File: src/rtl/seg7_scan_driver.sv
`default_nettype none
// ============================================================================
// Module   : seg7_scan_driver
// Purpose  : Time-multiplexed driver for a multi-digit seven-segment display.
//            Scans one digit per slot. Each slot opens with a blanking gap to
//            avoid ghosting. Display data is double-buffered and is only
//            committed at a frame boundary, so a frame never shows a mix of
//            old and new data.
// Revision : 1.0 - initial release
// ============================================================================
module seg7_scan_driver #(
  parameter int DIGITS     = 4,
  parameter int SCAN_CNT   = 16,
  parameter int BLANK_CNT  = 2,
  parameter int ACTIVE_LOW = 1
) (
  input  logic                  clk,
  input  logic                  rst_n,
  input  logic [4*DIGITS-1:0]   hex,
  input  logic [DIGITS-1:0]     dp,
  input  logic                  update,
  output logic [DIGITS-1:0]     io_sel,
  output logic [7:0]            io_seg,
  output logic                  frame_pulse
);

  localparam int CNT_W = (SCAN_CNT > 1) ? $clog2(SCAN_CNT) : 1;
  localparam int IDX_W = (DIGITS > 1) ? $clog2(DIGITS) : 1;

  localparam logic [CNT_W-1:0]  CNT_LAST  = CNT_W'(SCAN_CNT - 1);
  localparam logic [IDX_W-1:0]  IDX_LAST  = IDX_W'(DIGITS - 1);
  localparam logic [CNT_W:0]    BLANK_LEN = (CNT_W + 1)'(BLANK_CNT);
  localparam logic              INV       = (ACTIVE_LOW != 0);
  localparam logic [DIGITS-1:0] SEL_OFF   = {DIGITS{INV}};
  localparam logic [7:0]        SEG_OFF   = {8{INV}};
  localparam logic [DIGITS-1:0] SEL_ONE   = DIGITS'(1);

  // Hex digit to segments a..g, active-high, bit 0 = a.
  function automatic logic [6:0] decode(input logic [3:0] d);
    logic [6:0] s;
    case (d)
      4'h0: s = 7'h3F;
      4'h1: s = 7'h06;
      4'h2: s = 7'h5B;
      4'h3: s = 7'h4F;
      4'h4: s = 7'h66;
      4'h5: s = 7'h6D;
      4'h6: s = 7'h7D;
      4'h7: s = 7'h07;
      4'h8: s = 7'h7F;
      4'h9: s = 7'h6F;
      4'hA: s = 7'h77;
      4'hB: s = 7'h7C;
      4'hC: s = 7'h39;
      4'hD: s = 7'h5E;
      4'hE: s = 7'h79;
      default: s = 7'h71;
    endcase
    return s;
  endfunction

  logic [CNT_W-1:0]    cnt_q, cnt_d;
  logic [IDX_W-1:0]    idx_q, idx_d;
  logic [4*DIGITS-1:0] stage_hex_q, stage_hex_d;
  logic [DIGITS-1:0]   stage_dp_q, stage_dp_d;
  logic [4*DIGITS-1:0] shadow_hex_q, shadow_hex_d;
  logic [DIGITS-1:0]   shadow_dp_q, shadow_dp_d;
  logic                pending_q, pending_d;
  logic [DIGITS-1:0]   sel_q, sel_d;
  logic [7:0]          seg_q, seg_d;
  logic                frame_q, frame_d;

  logic                slot_end;
  logic                wrap;
  logic                blank;
  logic [3:0]          cur_digit;
  logic                cur_dp;

  assign slot_end  = (cnt_q == CNT_LAST);
  assign wrap      = slot_end && (idx_q == IDX_LAST);
  assign blank     = ({1'b0, cnt_q} < BLANK_LEN);
  assign cur_digit = shadow_hex_q[{idx_q, 2'b00} +: 4];
  assign cur_dp    = shadow_dp_q[idx_q];

  // Slot / digit counters: cnt wraps every slot, idx advances on each slot end.
  always_comb begin
    cnt_d = cnt_q + 1'b1;
    idx_d = idx_q;
    if (slot_end) begin
      cnt_d = '0;
      idx_d = (idx_q == IDX_LAST) ? '0 : idx_q + 1'b1;
    end
  end

  // Double buffer: staging takes every update, shadow only changes on the
  // frame wrap; an update landing on the wrap itself bypasses to shadow.
  always_comb begin
    stage_hex_d  = stage_hex_q;
    stage_dp_d   = stage_dp_q;
    shadow_hex_d = shadow_hex_q;
    shadow_dp_d  = shadow_dp_q;
    pending_d    = pending_q;
    if (update) begin
      stage_hex_d = hex;
      stage_dp_d  = dp;
      pending_d   = 1'b1;
    end
    if (wrap) begin
      if (update) begin
        shadow_hex_d = hex;
        shadow_dp_d  = dp;
        pending_d    = 1'b0;
      end else if (pending_q) begin
        shadow_hex_d = stage_hex_q;
        shadow_dp_d  = stage_dp_q;
        pending_d    = 1'b0;
      end
    end
  end

  // Pin values for the current counter state, registered one clock later.
  always_comb begin
    sel_d   = SEL_OFF;
    seg_d   = SEG_OFF;
    frame_d = (cnt_q == '0) && (idx_q == '0);
    if (!blank) begin
      sel_d = (SEL_ONE << idx_q) ^ SEL_OFF;
      seg_d = {cur_dp, decode(cur_digit)} ^ SEG_OFF;
    end
  end

  // State and output registers; reset blanks the pins without a clock edge.
  always_ff @(posedge clk or negedge rst_n) begin
    if (!rst_n) begin
      cnt_q        <= '0;
      idx_q        <= '0;
      stage_hex_q  <= '0;
      stage_dp_q   <= '0;
      shadow_hex_q <= '0;
      shadow_dp_q  <= '0;
      pending_q    <= 1'b0;
      sel_q        <= SEL_OFF;
      seg_q        <= SEG_OFF;
      frame_q      <= 1'b0;
    end else begin
      cnt_q        <= cnt_d;
      idx_q        <= idx_d;
      stage_hex_q  <= stage_hex_d;
      stage_dp_q   <= stage_dp_d;
      shadow_hex_q <= shadow_hex_d;
      shadow_dp_q  <= shadow_dp_d;
      pending_q    <= pending_d;
      sel_q        <= sel_d;
      seg_q        <= seg_d;
      frame_q      <= frame_d;
    end
  end

  assign io_sel      = sel_q;
  assign io_seg      = seg_q;
  assign frame_pulse = frame_q;

endmodule
`default_nettype wire

File: config.mk
export PLATFORM = sky130hd
export DESIGN_NAME = seg7_scan_driver
export DESIGN_NICKNAME = d
export VERILOG_FILES = /design/src/rtl/seg7_scan_driver.sv
export SDC_FILE = /design/constraint.sdc
export NUM_CORES = 1
export LEC_CHECK = 0
export CAP_MARGIN = 20
export CORE_ASPECT_RATIO = 0.9
export CORE_UTILIZATION = 25
export DETAILED_ROUTE_END_ITERATION = 8
export GPL_TIMING_DRIVEN = 0
export PLACE_DENSITY_LB_ADDON = 0.15
export SYNTH_ARGS = -nofsm -noshare
export SYNTH_HDL_FRONTEND = slang
export SYNTH_SLANG_ARGS = --single-unit
export TNS_END_PERCENT = 1
File: constraint.sdc
create_clock -name clk -period 3.1 [get_ports clk]
set_clock_uncertainty 0.15 [all_clocks]
set_input_delay 0.62 -clock clk [delete_from_list [all_inputs] [get_ports clk]]
set_output_delay 0.62 -clock clk [all_outputs]
set_load 0.02 [all_outputs]
==> results of run 1 <==
==> layout make-up <==
class	count	area, µm²
tap	129	161
inverter	8	30.0
sequential	60	1520
multi-input combinational	102	1020
clock inverter	3	45.0
buffer	9	63.8
clock buffer	12	267
timing repair buffer	36	365
fill	1038	6780
==> per-stage QoR <==
stage,total power (µW),hold slack (ps)
final,1910,248
after global routing,2000,305
after CTS,1960,270
after detailed placement,919,325
after global placement,916,321
after floorplan,860,174
==> layout by cell type, fill, tap and decap left out, drive strengths merged, types with 2 or more instances in the layout <==
cell type	count
a21oi	3
buf	9
clkbuf	14
clkdlybuf4s50	34
clkinvlp	2
dfrtp	48
dfstp	12
ha	12
inv	8
mux2	43
mux4	5
nand2	12
nor3	2
nor3b	3
o211ai	3
o21ai	2
o311ai	2
or2	2
==> critical path: stages <==
cell,delay [ps]
sky130_fd_sc_hd__clkdlybuf4s50_1,510
sky130_fd_sc_hd__clkbuf_1,530
sky130_fd_sc_hd__mux2_1,420
sky130_fd_sc_hd__mux2_2,270
==> path summary, 6_finish.rpt <==
kind	start	endpoint	slack, ps	cells after the start
max	update	shadow_hex_q[2]	800	4
min	rst_n	stage_dp_q[0]	250	1
max reg2reg	idx_q[0]	io_seg[5]	840	7
min reg2reg	stage_hex_q[11]	stage_hex_q[11]	330	1
max in group asynchronous	rst_n	io_seg[3]	1850	2
min in group clk	stage_hex_q[11]	stage_hex_q[11]	330	1
==> state kept, by name, summed over array words and instances, names as in the netlist <==
name and flops:
shadow_hex_q 16, shadow_dp_q 4, stage_hex_q 16, io_sel 4, cnt_q 4, stage_dp_q 4
io_seg 8, pending_q 1, idx_q 2, frame_pulse 1
==> power breakdown <==
group          switching [µW]  internal (µW)
sequential               5.67            811
combinational            38.9           47.8
clock                     328            682
total                     373           1540
==> per-layer routing <==
metal | up-vias | share of wire (%) | wire (µm)
met4 | 0 | 1.9 | 95
met5 | - | 0 | 0
li1 | 733 | - | -
met1 | 758 | 50 | 2460
met3 | 10 | 4.3 | 212
met2 | 32 | 44 | 2150
==> cell families after synthesis <==
group	after synthesis	synth area share (%)
adders and majority gates	12	5.71
and+or+nand+nor	24	4.62
xor gates and xnor gates	1	0.333
AOI/OAI and AO/OA	17	4.90
muxes	48	23.1
DFF	60	57.7
buffers and inverters	17	3.57
==> metrics.txt, run 1 <==
yosys warns 0; total power density per cell area 552 mW/mm²; maximum number of pins on one net before global-route repair 37; total number of vias 1,533; remaining antenna violation count 0; clock latency on the worst-skew pair 320 ps; GR Util met1 14.8%; net total in the final layout between 200 and 300; Post-CTS Setup Inserts 0; placed inst area 0.00315 mm²; Setup crit end kind register; mean cell area of the mapped netlist 14.7 µm²; Max Slew Vio Count 0; fraction of registers with async set or reset after synthesis 100%; tightest slew margin relative to the limit roughly 45%; met2 track demand over resource 13.7%; average via count per standard cell ~4.3; worst slack, placed 366 ps; Post-synth EDFFs 0; worst setup path class in2reg; post-route cell area 0.00347 mm²; unrepaired setup endpoints after global routing false; final weighted congestion in routability-driven placement just over 0.7; core area roughly 0.010 mm²; Port-buffer cells 35; WP data required 3150 ps; flop and latch count out of synthesis 60; Starting Density roughly 26%; most used routing layer met1; Fin Setup TNS 0 ps; cell with the most instances after synthesis sky130_fd_sc_hd__dfrtp_1; Peak VDD IR 0.198 mV; Syn Std Cell Area 0.00263 mm²; average wire per cell in the routed design 13.7 µm; post-detailed-routing wire length around 5 mm; final setup fails 0; overall fraction of global-route tracks in use about a tenth; Sinks on Clock Net 60; slew at the pin with the worst max-slew slack 822 ps; CTS root buffer sky130_fd_sc_hd__clkbuf_16; Inserted Clock Buffers 9; worst-case clock buffer depth 2; Cell Rows 35; startpoint class of the critical path primary input; final core utilization 33.8%; final critical-path share of the clock period 74.2%; number of global-route vias before repair 1,535; Final Worst Setup Slack 800 ps; wire length of the first global-routing pass 8.10 mm; Total Die Area 0.0109 mm²; status complete, no violations; number of hold violations in the final report 0; Remaining Overflow, GRT 0; cts-stage hold buffer count 0; number of DRC violations after detailed routing 0; sequential element share of the synthesized area between 50 and 60%; cell leakage power 0.00152 µW; clock-pin slew on the worst setup and hold paths 50 ps; max-capacitance violation count 0; IO Count 36; area share of the largest cell type after synthesis 45.7%; antenna diode count 0; met3 track demand over resource 3.34%; fmax 0.435 GHz; largest area contributor in the synthesized netlist sky130_fd_sc_hd__dfrtp_1; largest cells by area after synthesis sky130_fd_sc_hd__dfrtp_1, sky130_fd_sc_hd__mux2_2, sky130_fd_sc_hd__dfstp_2, sky130_fd_sc_hd__ha_1, sky130_fd_sc_hd__mux2_1; net count after synthesis approximately 210; final worst path period need about 2300 ps; initial antenna violation count 0; horizontal extent of the die about 110 µm; count of cell types in the netlist 35; synthesized netlist cell count 179; min-delay worst type in2async; post-layout instance count excluding filler cells 359; top cell types by occurrence after synthesis sky130_fd_sc_hd__dfrtp_1, sky130_fd_sc_hd__mux2_2, sky130_fd_sc_hd__dfstp_2, sky130_fd_sc_hd__ha_1, sky130_fd_sc_hd__nand2_1; TritonCTS clock tree yes; top_reg_cell synth sky130_fd_sc_hd__dfrtp_1; P&R area growth vs syn 31.9%; Cells after DPL 344; placed wire-length estimate after detailed placement roughly 3.3 mm; height of the die 99.3 µm; critical-path maximum fanout 10; first-pass detailed-route iteration total 4; number of violations reported at the end of detailed-routing iteration 0 30; H-tree Lvls 3; CP Data Arrival Time between 2000 and 2500 ps; layout cells sized above 1 32.6%; post-cts resize count 0
Power figures use the tool's default switching activity.
==> inputs of run 2 (changes only) <==
- clock period: 3.1 -> 2.1 ns (I/O delays scaled with it)
==> run 2 against run 1 <==
Cell count increased by 0.56%. Sequential cell count is the same. Via count grew 0.26%. Cell area up 0.76%. Critical path depth increased by 2. Sequential power increased by 48%. Total power rose by 47%. Register-to-register slack worse by 810 ps. Worst setup slack worse by 770 ps. Non-clock buffer count is 2 higher. Critical endpoint is now io_seg[6]. Largest cell class unchanged. Largest power group unchanged.
==> metrics.txt, run 2 (synthesized netlist as in run 1, its figures left out) <==
most common cell after layout, fill and taps aside sky130_fd_sc_hd__dfrtp_1 (unchanged); horizontal extent of the die 110 µm (unchanged); overall fraction of global-route tracks in use 10.4% (was 10.2%); Port-buffer cells 35 (unchanged); maximum number of pins on one net before global-route repair 37 (unchanged); final critical-path share of the clock period 98.8%; IO Count 36 (unchanged); Inserted Clock Buffers 9 (unchanged); Starting Density 25.6% (unchanged); wire length of the first global-routing pass 8.20 mm (was 8.10 mm); number of hold violations in the final report 0 (unchanged); final worst path period need 2070 ps; series of cell instances along the critical path buf_6 > mux4_2 > ha_2 > mux2_1 > nand2_1 > o311ai_1 (was clkdlybuf4s50_1 > clkbuf_1 > mux2_1 > mux2_2); Cell Rows 35 (unchanged); first-pass detailed-route iteration total 4 (unchanged); worst r2r dst io_seg[6] (was io_seg[5]); fmax about 0.48 GHz; clock latency on the worst-skew pair 310 ps (was 320 ps); Pwr Total 2820 µW (was 1910 µW); average via count per standard cell 4.26 (was 4.27); min-delay worst type in2async (unchanged); Peak VDD IR 0.288 mV (was 0.198 mV); number of global-route vias before repair 1,549 (was 1,535); worst-case clock buffer depth 2 (unchanged); Sinks on Clock Net 60 (unchanged); placed wire-length estimate after detailed placement 3.33 mm (unchanged); clock-pin slew on the worst setup and hold paths 50 ps (about the same); H-tree Lvls 3 (unchanged); CTS root buffer sky130_fd_sc_hd__clkbuf_16 (unchanged); antenna diode count 0 (unchanged); number of fill cells in the layout 1,039 (was 1,038); net total in the final layout 263 (was 261); setup slack of the worst register-to-register path 30 ps (was 840 ps); Total Die Area 0.0109 mm² (unchanged); post-route cell area 0.00349 mm² (was 0.00347 mm²); CP peak stage delay 580 ps (was 530 ps); final weighted congestion in routability-driven placement 0.707 (unchanged); startpoint class of the critical path register (was primary input); unrepaired setup endpoints after global routing true (was false); TritonCTS clock tree yes (unchanged); top library cells by usage in the layout, fill and taps aside sky130_fd_sc_hd__dfrtp_1, sky130_fd_sc_hd__mux2_2, sky130_fd_sc_hd__clkdlybuf4s50_1 (unchanged); Remaining Overflow, GRT 0 (unchanged); P&R area growth vs syn 32.9% (was 31.9%); cell leakage power 0.00152 µW (about the same); slew at the pin with the worst max-slew slack 817 ps (was 822 ps); WP data required 2170 ps (was 3150 ps); height of the die 99.3 µm (unchanged); worst r2r src idx_q[0] (unchanged); max-capacitance violation count 0 (unchanged); placed inst area 0.00315 mm² (unchanged); tightest slew margin relative to the limit 45.5% (was 45.2%); remaining antenna violation count 0 (unchanged); worst r2r path cells 6 (was 7); total power density per cell area 808 mW/mm² (was 552 mW/mm²); number of violations reported at the end of detailed-routing iteration 0 29 (was 30); critical-path maximum fanout 8 (was 10); layout cells sized above 1 37.5% (was 32.6%); final setup fails 0 (unchanged); number of DRC violations after detailed routing 0 (unchanged); total number of vias 1,537 (was 1,533); Max Slew Vio Count 0 (unchanged); CP Data Arrival Time 2150 ps (was 2350 ps); status complete, no violations (unchanged); number of buffer and inverter stages on the critical path 1 (was 2); Setup crit end kind register (unchanged); post-detailed-routing wire length 5.04 mm (was 4.92 mm); core area 0.0102 mm² (unchanged); category of cells accounting for the largest share of critical-path delay multiplexers (was buffers and inverters); average wire per cell in the routed design 14.0 µm (was 13.7 µm); cell with the largest stage delay on the worst path sky130_fd_sc_hd__mux4_2 (was sky130_fd_sc_hd__clkbuf_1); initial antenna violation count 0 (unchanged); worst setup path class reg2reg (was in2reg)
-- run 2: area by class of cell --
class	instances	area (µm²)	share of cell area [%]
inverter	8	30.0	0.860
sequential	60	1520	43.5
clock inverter	3	45.0	1.29
buffer	9	71.3	2.04
timing repair buffer	38	380	10.9
clock buffer	12	267	7.63
tap	129	161	4.62
multi-input combinational	102	1020	29.2
-- run 2: worst max path at each step --
| stage | endpoint | slack, ps | cells after the start | startpoint |
|---|---|---|---|---|
| after floorplan | io_seg[6] | 60 | 6 | idx_q[0] |
| after global placement | frame_pulse | -1530 | 1 | rst_n |
| after detailed placement | shadow_hex_q[13] | -430 | 4 | update |
| after CTS | io_seg[1] | -40 | 6 | idx_q[0] |
| after global routing | io_seg[6] | -60 | 6 | idx_q[0] |
| final | io_seg[6] | 30 | 6 | idx_q[0] |
-- run 2: layer usage --
metal	share of wire [%]	vias up	routed length [µm]	global-route usage, %
met2	45	28	2290	14.1
met1	49	766	2490	14.9
met5	0	-	0	0
li1	-	737	-	-
met3	3.8	6	193	3.34
met4	1.2	0	61	4.62
-- run 2: timing repair --
| item | 4_1_cts | 5_1_grt |
|---|---|---|
| pin swaps | 0 | 2 |
| cloned | 0 | 0 |
| buffers inserted | 1 | 1 |
| setup endpoints to repair | 26 | 26 |
| hold buffers | 0 | 0 |
| gates resized for setup | 5 | 7 |
-- run 2: per-stage QoR --
| stage | utilization [%] | hold slack (ps) | std cells | worst slack, ps | TNS, ps |
|---|---|---|---|---|---|
| 6_report | 34.1 | 49.2 | 361 | 26.0 | 0 |
| 5_1_grt | 34.1 | 105 | 361 | -62.2 | -178 |
| 4_1_cts | 33.9 | 70.2 | 360 | -37.5 | -131 |
| 3_5_place_dp | 30.8 | 325 | 344 | -434 | -11430 |
| 3_3_place_gp | 30.6 | 321 | 343 | -1530 | -94380 |
| 2_1_floorplan | - | -25.6 | 179 | 59.3 | 0 |
-- run 2: report_power, final --
part / leakage (µW) / internal (µW) / total, µW / switching [µW]
logic: 0.000641 / 71.0 / 129 / 57.5
registers: 0.000731 / 1200 / 1210 / 8.39
clock network: 0.000147 / 1010 / 1490 / 482
-- run 2: worst register-to-register path, cell delays in order (launching register included) --
cell and delay [ps]:
sky130_fd_sc_hd__dfrtp_1 390, sky130_fd_sc_hd__buf_6 180, sky130_fd_sc_hd__mux4_2 590, sky130_fd_sc_hd__ha_2 240
sky130_fd_sc_hd__mux2_1 280, sky130_fd_sc_hd__nand2_1 60, sky130_fd_sc_hd__o311ai_1 100
==> inputs of run 3 (changes only) <==
- CORE_ASPECT_RATIO: 0.9 -> 1.75
- REMOVE_ABC_BUFFERS: unset -> 1
==> run 3 against run 2 <==
Sequential share of layout area grew 0.098 points. Count of clock-buffer cells in the layout is the same. Non-clock buffer count shrank 4. Hold slack lost 45 ps. Critical path type unchanged. Global-route usage shrank 0.27 points. Clock power grew 10%. Fmax grew 2.5%. Critical endpoint is now io_seg[0]. Sequential cell count is the same. Total power grew 5.0%.
==> metrics.txt, run 3 (synthesized netlist as in run 1, its figures left out) <==
status complete, no violations (unchanged); final worst path period need 2020 ps (was 2070 ps); total number of vias 1,545 (was 1,537); worst r2r src idx_q[0] (unchanged); remaining antenna violation count 0 (unchanged); Inserted Clock Buffers 9 (unchanged); Cell Rows 49 (was 35); TritonCTS clock tree yes (unchanged); most common cell after layout, fill and taps aside sky130_fd_sc_hd__dfrtp_1 (unchanged); cell leakage power 0.00151 µW (was 0.00152 µW); sequential standard cell area 0.00152 mm² (about the same); average wire per cell in the routed design 13.9 µm (was 14.0 µm); average via count per standard cell 4.34 (was 4.26); number of DRC violations after detailed routing 0 (unchanged); number of violations reported at the end of detailed-routing iteration 0 42 (was 29); startpoint class of the critical path register (unchanged); Cells after DPL 333 (was 344); clock-pin slew on the worst setup and hold paths 50 ps (about the same); H-tree Lvls 3 (unchanged); first-pass detailed-route iteration total 4 (unchanged); layout cells sized above 1 37.6% (was 37.5%); Port-buffer cells 35 (unchanged); top library cells by usage in the layout, fill and taps aside sky130_fd_sc_hd__dfrtp_1, sky130_fd_sc_hd__mux2_2, sky130_fd_sc_hd__clkdlybuf4s50_1 (unchanged); clock latency on the worst-skew pair 330 ps (was 310 ps); Max Slew Vio Count 0 (unchanged); maximum number of pins on one net before global-route repair 61 (was 37); setup slack of the worst register-to-register path 80 ps (was 30 ps); fmax 0.494 GHz (was 0.482 GHz); worst r2r path cells 5 (was 6); worst-case clock buffer depth 2 (unchanged); cts-stage hold buffer count 0 (unchanged); CTS root buffer sky130_fd_sc_hd__clkbuf_16 (unchanged); critical-path maximum fanout 13 (was 8); WP data required 2190 ps (was 2170 ps); Remaining Overflow, GRT 0 (unchanged); net total in the final layout 259 (was 263); height of the die 138 µm (was 99.3 µm); placed wire-length estimate after detailed placement 3.31 mm (was 3.33 mm); core area 0.0102 mm² (about the same); Setup crit end kind register (unchanged); IO Count 36 (unchanged); number of hold violations in the final report 0 (unchanged); Sinks on Clock Net 60 (unchanged); Peak VDD IR 0.351 mV (was 0.288 mV); overall fraction of global-route tracks in use 10.1% (was 10.4%); post-layout instance count excluding filler cells 356 (was 361); area of the multi-input gates 0.00103 mm² (was 0.00102 mm²); antenna diode count 0 (unchanged); final core utilization 34.1% (about the same); final setup fails 0 (unchanged); max-capacitance violation count 0 (unchanged); final weighted congestion in routability-driven placement 0.691 (was 0.707); post-detailed-routing wire length 4.95 mm (was 5.04 mm); tightest slew margin relative to the limit 50.6% (was 45.5%); number of fill cells in the layout 1,002 (was 1,039); wire length of the first global-routing pass 8.03 mm (was 8.20 mm); initial antenna violation count 0 (unchanged); unrepaired setup endpoints after global routing false (was true); Pwr Total 2960 µW (was 2820 µW); horizontal extent of the die 79.5 µm (was 110 µm); worst setup path class reg2reg (unchanged); Starting Density 25.7% (was 25.6%); final critical-path share of the clock period 96.4% (was 98.8%); min-delay worst type in2async (unchanged); Total Die Area 0.0109 mm² (about the same); CP Data Arrival Time 2110 ps (was 2150 ps); number of global-route vias before repair 1,621 (was 1,549); slew at the pin with the worst max-slew slack 742 ps (was 817 ps); P&R area growth vs syn 32.7% (was 32.9%); worst r2r dst io_seg[0] (was io_seg[6]); total power density per cell area 850 mW/mm² (was 808 mW/mm²)
==> run 3: metal layers <==
metal  vias up  GRT usage, %  share of wire [%]
met5         -             0                  0
met4         0          6.97                3.0
li1        729             -                  -
met3        11          2.52                3.3
met2        30          17.6                 54
met1       775          10.5                 39
==> run 3: area by class of cell <==
cell class	instances	area share (%)
inverters	8	0.861
clock buffers	12	7.64
multi-input cells	102	29.6
well taps	127	4.56
flip-flops and latches	60	43.6
clock inverters	4	2.01
repair buffers	43	11.8
==> run 3: critical path: stages, from the launching register on <==
cell,delay (ps)
sky130_fd_sc_hd__dfrtp_2,440
sky130_fd_sc_hd__buf_4,140
sky130_fd_sc_hd__mux4_2,640
sky130_fd_sc_hd__or2_4,310
sky130_fd_sc_hd__a21oi_1,170
sky130_fd_sc_hd__o31ai_2,70
==> run 3: stage by stage <==
step / instance area [µm²] / setup slack (ps) / TNS (ps) / hold slack (ps)
6_report: 3490 / 75.9 / 0 / 4.57
5_1_grt: 3490 / 4.60 / 0 / 97.3
3_5_place_dp: 3090 / -1440 / -34560 / 322
2_1_floorplan: 2560 / -919 / -18420 / -25.6
3_3_place_gp: 3070 / -2920 / -153380 / 324
4_1_cts: 3440 / -32.6 / -66.9 / 47.9
==> run 3: worst max path at each step <==
| stage | cells after the start | start | slack [ps] | endpoint |
|---|---|---|---|---|
| after floorplan | 3 | idx_q[0] | -920 | shadow_dp_q[0] |
| after global placement | 4 | update | -2920 | shadow_hex_q[8] |
| after detailed placement | 5 | update | -1440 | shadow_hex_q[4] |
| after CTS | 5 | idx_q[0] | -30 | io_seg[1] |
| after global routing | 5 | idx_q[0] | 5 | io_seg[1] |
| final | 5 | idx_q[0] | 80 | io_seg[0] |
==> run 3: timing repair <==
item                                    CTS  global route
hold endpoints to repair                  0             0
buffers inserted                          2             5
gates cloned                              0             0
resized for setup                         9             4
endpoints found under the setup margin   27            24
pin swaps                                 1             1
==> run 3: report_power, final <==
group	total, µW	internal (µW)	leakage (µW)	switching [µW]
logic	124	66.5	0.000614	57.3
clock network	1640	1130	0.000169	506
registers	1200	1200	0.000731	8.11
total	2960	2390	0.00151	571
